[src/rtl/muldiv_unit_pkg.sv]
`default_nettype none
// +--------------------------------------------------------------------+
// | Package : muldiv_unit_pkg                                          |
// | Purpose : Shared constants for the iterative multiply/divide unit: |
// |           op encodings, FSM state encoding, iteration count and a  |
// |           magnitude helper used when operands are latched.         |
// | Rev     : 1.0  initial release                                     |
// +--------------------------------------------------------------------+
package muldiv_unit_pkg;

    // op[1] selects divide, op[0] selects signed arithmetic
    localparam logic [1:0] c_OP_MULTU = 2'b00;
    localparam logic [1:0] c_OP_MULT  = 2'b01;
    localparam logic [1:0] c_OP_DIVU  = 2'b10;
    localparam logic [1:0] c_OP_DIV   = 2'b11;

    localparam logic [1:0] c_ST_IDLE = 2'd0;
    localparam logic [1:0] c_ST_CALC = 2'd1;
    localparam logic [1:0] c_ST_FIX  = 2'd2;

    localparam int unsigned        c_ITERATIONS = 32;
    localparam int unsigned        c_CNT_W      = 5;
    localparam logic [c_CNT_W-1:0] c_LAST_ITER  = c_CNT_W'(c_ITERATIONS - 1);

    // Absolute value of a 32-bit operand when interpreted as signed;
    // 32'h80000000 maps to itself, which is its correct unsigned magnitude.
    function automatic logic [31:0] mag32(input logic [31:0] v, input logic is_signed);
        return (is_signed && v[31]) ? (~v + 32'd1) : v;
    endfunction

endpackage
`default_nettype wire

[src/rtl/muldiv_step.sv]
`default_nettype none
// +--------------------------------------------------------------------+
// | Module  : muldiv_step                                              |
// | Purpose : One iteration of the multiply/divide loop on magnitudes. |
// |           Multiply: shift-add, {hi,lo} shifts right, lo[0] gates   |
// |           the add of i_d into hi.                                  |
// |           Divide (MULDIV_DIV_EN only): restoring shift-subtract,   |
// |           hi is the partial remainder, lo collects quotient bits.  |
// | Ports   : i_is_div (divide builds only), i_hi, i_lo, i_d ->        |
// |           o_hi_nxt, o_lo_nxt                                       |
// | Config  : MULDIV_DIV_EN includes the divide path                   |
// | Rev     : 1.0  initial release                                     |
// +--------------------------------------------------------------------+
module muldiv_step
    import muldiv_unit_pkg::*;
(
`ifdef MULDIV_DIV_EN
    input  logic        i_is_div,
`endif
    input  logic [31:0] i_hi,
    input  logic [31:0] i_lo,
    input  logic [31:0] i_d,
    output logic [31:0] o_hi_nxt,
    output logic [31:0] o_lo_nxt
);

    logic [32:0] w_sum;
    logic [31:0] w_mul_hi;
    logic [31:0] w_mul_lo;

    assign w_sum    = {1'b0, i_hi} + (i_lo[0] ? {1'b0, i_d} : 33'd0);
    assign w_mul_hi = w_sum[32:1];
    assign w_mul_lo = {w_sum[0], i_lo[31:1]};

`ifdef MULDIV_DIV_EN
    logic [32:0] w_shift;
    logic [32:0] w_diff;
    logic        w_fits;

    // The partial remainder is always below the divisor, so 33 bits hold
    // both the shifted remainder and the sign of the trial subtraction.
    assign w_shift = {i_hi, i_lo[31]};
    assign w_diff  = w_shift - {1'b0, i_d};
    assign w_fits  = ~w_diff[32];

    assign o_hi_nxt = i_is_div ? (w_fits ? w_diff[31:0] : w_shift[31:0]) : w_mul_hi;
    assign o_lo_nxt = i_is_div ? {i_lo[30:0], w_fits} : w_mul_lo;
`else
    assign o_hi_nxt = w_mul_hi;
    assign o_lo_nxt = w_mul_lo;
`endif

endmodule
`default_nettype wire

[src/rtl/muldiv_unit.sv]
`default_nettype none
// +--------------------------------------------------------------------+
// | Module  : muldiv_unit                                              |
// | Purpose : Iterative 32x32 multiply / 32/32 divide for the EX stage.|
// |           Operands latched on the start edge, 32 CALC cycles, one  |
// |           FIX cycle for sign correction; done pulses one cycle     |
// |           after the 33rd edge.                                     |
// | Ports   : clk, rst (async, active high), start, op[1:0], a, b,     |
// |           flush -> busy, done, prod[63:0] = {HI, LO}               |
// | Config  : MULDIV_DIV_EN enables DIV/DIVU; without it divide starts |
// |           are ignored and no divide logic is built                 |
// | Rev     : 1.0  initial release                                     |
// +--------------------------------------------------------------------+
module muldiv_unit
    import muldiv_unit_pkg::*;
(
    input  logic        clk,
    input  logic        rst,
    input  logic        start,
    input  logic [1:0]  op,
    input  logic [31:0] a,
    input  logic [31:0] b,
    input  logic        flush,
    output logic        busy,
    output logic        done,
    output logic [63:0] prod
);

    logic [1:0]         r_state;
    logic [1:0]         w_state_nxt;
    logic [c_CNT_W-1:0] r_cnt;
    logic [31:0]        r_hi;
    logic [31:0]        r_lo;
    logic [31:0]        r_d;
    logic               r_neg_res;
    logic               r_done;
    logic [63:0]        r_prod;
    logic [31:0]        w_hi_nxt;
    logic [31:0]        w_lo_nxt;
    logic [63:0]        w_prod_mag;
    logic [63:0]        w_result;
    logic               w_accept;

`ifdef MULDIV_DIV_EN
    logic               r_is_div;
    logic               r_neg_rem;
    logic               r_div_zero;
    logic [31:0]        r_a;

    assign w_accept = start & ~flush & (r_state == c_ST_IDLE);
`else
    assign w_accept = start & ~flush & (r_state == c_ST_IDLE) & ~op[1];
`endif

    // ---------------- FSM ----------------
    always_ff @(posedge clk or posedge rst) begin
        if (rst) begin
            r_state <= c_ST_IDLE;
        end else begin
            r_state <= w_state_nxt;
        end
    end

    always_comb begin
        w_state_nxt = r_state;
        case (r_state)
            c_ST_IDLE: if (w_accept) w_state_nxt = c_ST_CALC;
            c_ST_CALC: if (r_cnt == c_LAST_ITER) w_state_nxt = c_ST_FIX;
            c_ST_FIX:  w_state_nxt = c_ST_IDLE;
            default:   w_state_nxt = c_ST_IDLE;
        endcase
        // An abort from the pipeline overrides every transition.
        if (flush) w_state_nxt = c_ST_IDLE;
    end

    // ---------------- iteration step ----------------
    muldiv_step u_step (
`ifdef MULDIV_DIV_EN
        .i_is_div (r_is_div),
`endif
        .i_hi     (r_hi),
        .i_lo     (r_lo),
        .i_d      (r_d),
        .o_hi_nxt (w_hi_nxt),
        .o_lo_nxt (w_lo_nxt)
    );

    // ---------------- sign correction ----------------
    assign w_prod_mag = {r_hi, r_lo};

    always_comb begin
        w_result = r_neg_res ? (~w_prod_mag + 64'd1) : w_prod_mag;
`ifdef MULDIV_DIV_EN
        if (r_is_div) begin
            // Divide by zero leaves the dividend in HI and all-ones in LO
            // regardless of signedness.
            if (r_div_zero) begin
                w_result = {r_a, 32'hFFFF_FFFF};
            end else begin
                w_result = {(r_neg_rem ? (~r_hi + 32'd1) : r_hi),
                            (r_neg_res ? (~r_lo + 32'd1) : r_lo)};
            end
        end
`endif
    end

    // ---------------- datapath and output registers ----------------
    always_ff @(posedge clk or posedge rst) begin
        if (rst) begin
            r_cnt      <= '0;
            r_hi       <= '0;
            r_lo       <= '0;
            r_d        <= '0;
            r_neg_res  <= 1'b0;
            r_done     <= 1'b0;
            r_prod     <= '0;
`ifdef MULDIV_DIV_EN
            r_is_div   <= 1'b0;
            r_neg_rem  <= 1'b0;
            r_div_zero <= 1'b0;
            r_a        <= '0;
`endif
        end else begin
            r_done <= 1'b0;
            case (r_state)
                c_ST_IDLE: begin
                    if (w_accept) begin
                        // Multiply: lo = multiplier, d = multiplicand.
                        // Divide:   lo = dividend,   d = divisor.
                        r_cnt     <= '0;
                        r_hi      <= '0;
                        r_lo      <= mag32(a, op[0]);
                        r_d       <= mag32(b, op[0]);
                        r_neg_res <= op[0] & (a[31] ^ b[31]);
`ifdef MULDIV_DIV_EN
                        r_is_div   <= op[1];
                        r_neg_rem  <= op[0] & a[31];
                        r_div_zero <= (b == 32'd0);
                        r_a        <= a;
`endif
                    end
                end
                c_ST_CALC: begin
                    r_hi  <= w_hi_nxt;
                    r_lo  <= w_lo_nxt;
                    r_cnt <= r_cnt + 1'b1;
                end
                c_ST_FIX: begin
                    if (!flush) begin
                        r_prod <= w_result;
                        r_done <= 1'b1;
                    end
                end
                default: ;
            endcase
        end
    end

    assign busy = (r_state != c_ST_IDLE);
    assign done = r_done;
    assign prod = r_prod;

endmodule
`default_nettype wire

[config.mk]
export PLATFORM = sky130hd
export DESIGN_NAME = muldiv_unit
export DESIGN_NICKNAME = d
export VERILOG_FILES = /design/src/rtl/muldiv_unit_pkg.sv /design/src/rtl/muldiv_step.sv /design/src/rtl/muldiv_unit.sv
export SDC_FILE = /design/constraint.sdc
export NUM_CORES = 1
export LEC_CHECK = 0
export ABC_AREA = 0
export BUFFER_PORTS_ARGS = -buffer_cell sky130_fd_sc_hd__buf_4
export CAP_MARGIN = 0
export CORE_ASPECT_RATIO = 2
export CORE_MARGIN = 2
export CORE_UTILIZATION = 45
export DETAILED_ROUTE_END_ITERATION = 16
export GPL_ROUTABILITY_DRIVEN = 0
export GPL_TIMING_DRIVEN = 0
export PLACE_DENSITY = 0.73
export SYNTH_ARGS = -nofsm -noshare
export SYNTH_HDL_FRONTEND = slang
export SYNTH_SLANG_ARGS = --single-unit
[constraint.sdc]
create_clock -name clk -period 5.15 [get_ports clk]
set_input_delay 1.03 -clock clk [delete_from_list [all_inputs] [get_ports clk]]
set_output_delay 1.03 -clock clk [all_outputs]
set_load 0.005 [all_outputs]
==> flow_metrics.py <==
metrics = {
    "critical_path": {
        "cp.buffers_inverters": 2,
        "worstPathArrival_ns": 4.12,
        "kind_of_start_point_of_the_critical_path": "register",
        "r2r_slack_ns": 1.32,
        "timing.rr.end": "r_hi[22]$_DFFE_PP0P_",
        "worst_setup_path_end_kind": "register",
        "largest_stage_delay_on_the_critical_path_ns": 0.63,
        "timing.critical_path.cells": "clkbuf_1 > nand2_1 > inv_1 > ha_1 > a21oi_1 > nor2_1 > o31ai_1 > o211ai_1 > a21oi_1 > o21ai_0 > xnor2_1 > o21ai_0",
        "cp_slowest_cell": "sky130_fd_sc_hd__o31ai_1",
        "worst_path_maximum_fanout": 10,
        "critPathKind": "register to register",
        "startpoint": "r_lo[0]$_DFFE_PP0P_",
        "crit_family": "compound AO/OA/AOI/OAI gates",
        "timing.rr.start": "r_lo[0]$_DFFE_PP0P_",
        "worst-endpoint-required_ns": 5.44,
        "worst-r2r-cell-count": 12,
    },
    "timing": {
        "timing.final.crit_share_pct": 74.42,
        "rsz0062_at_grt": "false",
        "skew_ns": 0.01164,
        "fmax_mhz": 260.9,
        "slew_headroom_pct": 33.60,
        "postLayoutSetupSlackWorst_ns": 1.317,
        "finalCriticalPeriod_ns": 3.833,
        "final-setup-viol-count": 0,
        "maxSlewViolCount": 0,
        "totalNegativeSetupSlack_ns": 0,
        "timing.final.hold_violations": 0,
        "worst_slew_pin_slew_ns": 0.9868,
    },
    "logic_synthesis": {
        "ys_warn_count": 0,
        "synthesis.nets": 1373,
        "yosys_register_bits": 169,
        "post-synth-top-count-cell": "sky130_fd_sc_hd__o21ai_0",
        "synthDominantAreaCellType": "sky130_fd_sc_hd__dfrtp_1",
        "syn-cell-area_mm2": 0.01078,
        "syn_avg_cell_area_um2": 8.525,
        "synth_cell_types": 62,
        "synth_cells": 1265,
        "yosys_most_used_dff": "sky130_fd_sc_hd__dfrtp_1",
        "edff_count_synth": 0,
        "ys_seq_area_share_pct": 39.22,
        "yosysTopAreaCellShare_pct": 39.22,
        "synth_common_cells": "196 x sky130_fd_sc_hd__o21ai_0, 174 x sky130_fd_sc_hd__nand2_1, 169 x sky130_fd_sc_hd__dfrtp_1, 98 x sky130_fd_sc_hd__xor2_1, 70 x sky130_fd_sc_hd__a21oi_1",
        "synth-async-reset-ratio_pct": 100.0,
        "post_synth_main_area_contributors": "sky130_fd_sc_hd__dfrtp_1 39%, sky130_fd_sc_hd__o21ai_0 9.1%, sky130_fd_sc_hd__xor2_1 8.0%, sky130_fd_sc_hd__nand2_1 6.1%, sky130_fd_sc_hd__ha_1 4.3%",
    },
    "min_path": {
        "min_path_cells": 2,
        "min_path_type": "register to register",
        "hold_path_end": "r_d[8]$_DFFE_PP0P_",
        "holdCritStartpoint": "r_d[8]$_DFFE_PP0P_",
    },
    "drt": {
        "vias_per_cell": 5.908,
        "detailed_router_s_first_iteration_violation_count": 693,
        "routedWlPerCell_um": 19.37,
        "route.vias.total": 10180,
        "postRouteWirelength_um": 33380,
        "firstDrtPassIters": 5,
        "drc": 0,
        "antenna_violating_nets_post_route": 0,
    },
    "placed_design": {
        "sum_of_net_half_perimeters_after_detailed_placement_um": 26240,
        "detailedPlace.worstSlack_ns": 1.414,
        "placed_cells": 1691,
        "placedInstanceArea_mm2": 0.01224,
        "io_buffer_count": 135,
    },
    "pwr": {
        "power.ir.vdd_worst_v": 0.0002495,
        "leakage_nw": 5.697,
        "cellPowerDensity_mw_per_mm2": 416.8,
    },
    "clock_network": {
        "cts_htree_levels": 4,
        "post_cts.repair.setup_buffers": 0,
        "clock_tree.buffer_depth": 2,
        "clkTransAtPathRegs_ns": 0.06,
        "cts_resized": 0,
        "cts_tree": "yes",
        "numClockSinks": 169,
        "ctsHoldBuffers": 0,
        "cts_buffers": 17,
        "clkLatencyLatePin_ns": 0.45,
        "clk_root_buf": "sky130_fd_sc_hd__clkbuf_16",
    },
    "final_layout": {
        "finalCoreUtilization_pct": 54.44,
        "finalNetCount": 1531,
        "fillers": 2260,
        "layout-area-overhead-vs-synth_pct": 19.75,
        "multiInputGateArea_mm2": 0.006202,
        "postLayoutCellArea_mm2": 0.01291,
        "post_route_cells_drive_above_1_share_pct": 13.16,
        "layout.cells.non_filler": 1723,
        "area.sequential_mm2": 0.004229,
        "antenna_cells_inserted": 0,
    },
    "grt": {
        "pin_count_of_the_biggest_net_entering_global_routing": 43,
        "grt_antenna_before_repair": 0,
        "via_count_of_the_first_global_routing_pass": 10600,
        "gr-usage-all-layers_pct": 26.73,
        "grt_pass1_wl_um": 52370,
        "globalRoute.totalOverflow": 0,
    },
    "die": {
        "fp.dieW_um": 113.5,
        "core_region_area_mm2": 0.02372,
        "boundaryPins": 136,
        "initial_utilization_pct": 45.46,
        "die_h_um": 222.9,
        "design.die.area_mm2": 0.02529,
        "rows": 80,
    },
    "status": {
        "outcome": "complete, no violations",
    },
    "job": {
        "timing.max_cap.violations": 0,
    },
}
==> flip-flops by register name, indices dropped and copies added (netlist names) <==
| name | cells |
|---|---|
| r_d | 32 |
| prod | 64 |
| r_hi | 32 |
| done | 1 |
| r_state | 2 |
| r_cnt | 5 |
| r_lo | 32 |
| r_neg_res | 1 |
==> worst reg2reg max path, cell delays in order (launching register included) <==
cell and delay (ns):
sky130_fd_sc_hd__dfrtp_1 0.62, sky130_fd_sc_hd__clkbuf_1 0.41, sky130_fd_sc_hd__nand2_1 0.20, sky130_fd_sc_hd__inv_1 0.09, sky130_fd_sc_hd__ha_1 0.22, sky130_fd_sc_hd__a21oi_1 0.18, sky130_fd_sc_hd__nor2_1 0.11, sky130_fd_sc_hd__o31ai_1 0.63
sky130_fd_sc_hd__o211ai_1 0.38, sky130_fd_sc_hd__a21oi_1 0.36, sky130_fd_sc_hd__o21ai_0 0.21, sky130_fd_sc_hd__xnor2_1 0.17, sky130_fd_sc_hd__o21ai_0 0.09
==> worst max-delay path by stage <==
| stage | end | depth (start not counted) |
|---|---|---|
| floorplan | r_lo[25]$_DFFE_PP0P_ | 8 |
| global placement | r_hi[24]$_DFFE_PP0P_ | 2 |
| detailed placement | r_hi[22]$_DFFE_PP0P_ | 12 |
| CTS | r_hi[22]$_DFFE_PP0P_ | 12 |
| global route | r_hi[28]$_DFFE_PP0P_ | 11 |
| finish | r_hi[22]$_DFFE_PP0P_ | 12 |
==> kinds of logic (layout without fill, tap and decap cells) <==
kind of cell / Yosys count / count (layout) / share of synthesized area [%]
adders and majority gates: 38 / 38 / 4.478
AOI/OAI and AO/OA: 393 / 393 / 21.55
xor gates and xnor gates: 143 / 143 / 11.61
DFF: 169 / 169 / 39.22
muxes: 8 / 8 / 0.7426
and+or+nand+nor: 422 / 422 / 19.13
buffers and inverters: 92 / 263 / 3.272
==> power breakdown <==
part / switching, mW / internal [mW]
combinational: 1.18 / 0.791
sequential: 0.374 / 1.59
clock: 0.539 / 0.913
==> final cells by class <==
cell class / count / area share, %
Buffer: 69 / 2.064
Clock buffer: 22 / 3.750
Clock inverter: 10 / 1.463
Inverter: 23 / 0.6976
Multi-Input combinational cell: 1004 / 48.03
Sequential cell: 169 / 32.75
Tap cell: 287 / 2.781
Timing Repair Buffer: 139 / 8.468
==> metrics by stage <==
step           total power [mW]  hold slack, ns
2_1_floorplan             3.278          0.4418
5_1_grt                   5.697          0.4874
3_3_place_gp              3.845          0.4529
6_report                  5.382          0.4683
4_1_cts                   5.358          0.4759
3_5_place_dp              3.908          0.4623
==> layout by cell type (no fill, tap or decap), types with 5 or more instances in the layout <==
master / netlist / layout
sky130_fd_sc_hd__a211oi_1: 5 / 5
sky130_fd_sc_hd__a21oi_1: 70 / 70
sky130_fd_sc_hd__inv_1: 22 / 21
sky130_fd_sc_hd__and3_1: 10 / 10
sky130_fd_sc_hd__or2_2: 5 / 5
sky130_fd_sc_hd__dfrtp_1: 169 / 169
sky130_fd_sc_hd__nand4_1: 5 / 5
sky130_fd_sc_hd__a22oi_1: 27 / 27
sky130_fd_sc_hd__clkbuf_16: 0 / 17
sky130_fd_sc_hd__clkbuf_1: 65 / 66
sky130_fd_sc_hd__o21ai_0: 196 / 196
sky130_fd_sc_hd__o31ai_1: 27 / 27
sky130_fd_sc_hd__mux2i_1: 8 / 8
sky130_fd_sc_hd__bufinv_16: 0 / 5
sky130_fd_sc_hd__nand2b_1: 18 / 18
sky130_fd_sc_hd__ha_1: 37 / 37
sky130_fd_sc_hd__o41ai_1: 11 / 11
sky130_fd_sc_hd__or4_1: 11 / 11
sky130_fd_sc_hd__and2_1: 36 / 36
sky130_fd_sc_hd__xor2_1: 98 / 98
sky130_fd_sc_hd__xnor2_1: 45 / 45
sky130_fd_sc_hd__a31oi_1: 10 / 10
sky130_fd_sc_hd__nand3_1: 27 / 27
sky130_fd_sc_hd__or3_1: 18 / 18
sky130_fd_sc_hd__o211ai_1: 7 / 7
sky130_fd_sc_hd__nand2_1: 174 / 174
sky130_fd_sc_hd__a21o_1: 8 / 8
sky130_fd_sc_hd__buf_4: 0 / 135
sky130_fd_sc_hd__nor4_1: 10 / 10
sky130_fd_sc_hd__nor3_1: 22 / 22
sky130_fd_sc_hd__nor2_1: 65 / 65
sky130_fd_sc_hd__o21ai_1: 7 / 7
==> routing by layer <==
metal	up-vias	GRT usage, %	wire length (µm)
met5	-	0	0
met4	0	20.46	2730
met3	172	4.374	1640
met2	411	49.64	17870
met1	4775	25.48	11140
li1	4821	-	-
Power figures use the tool's default switching activity.
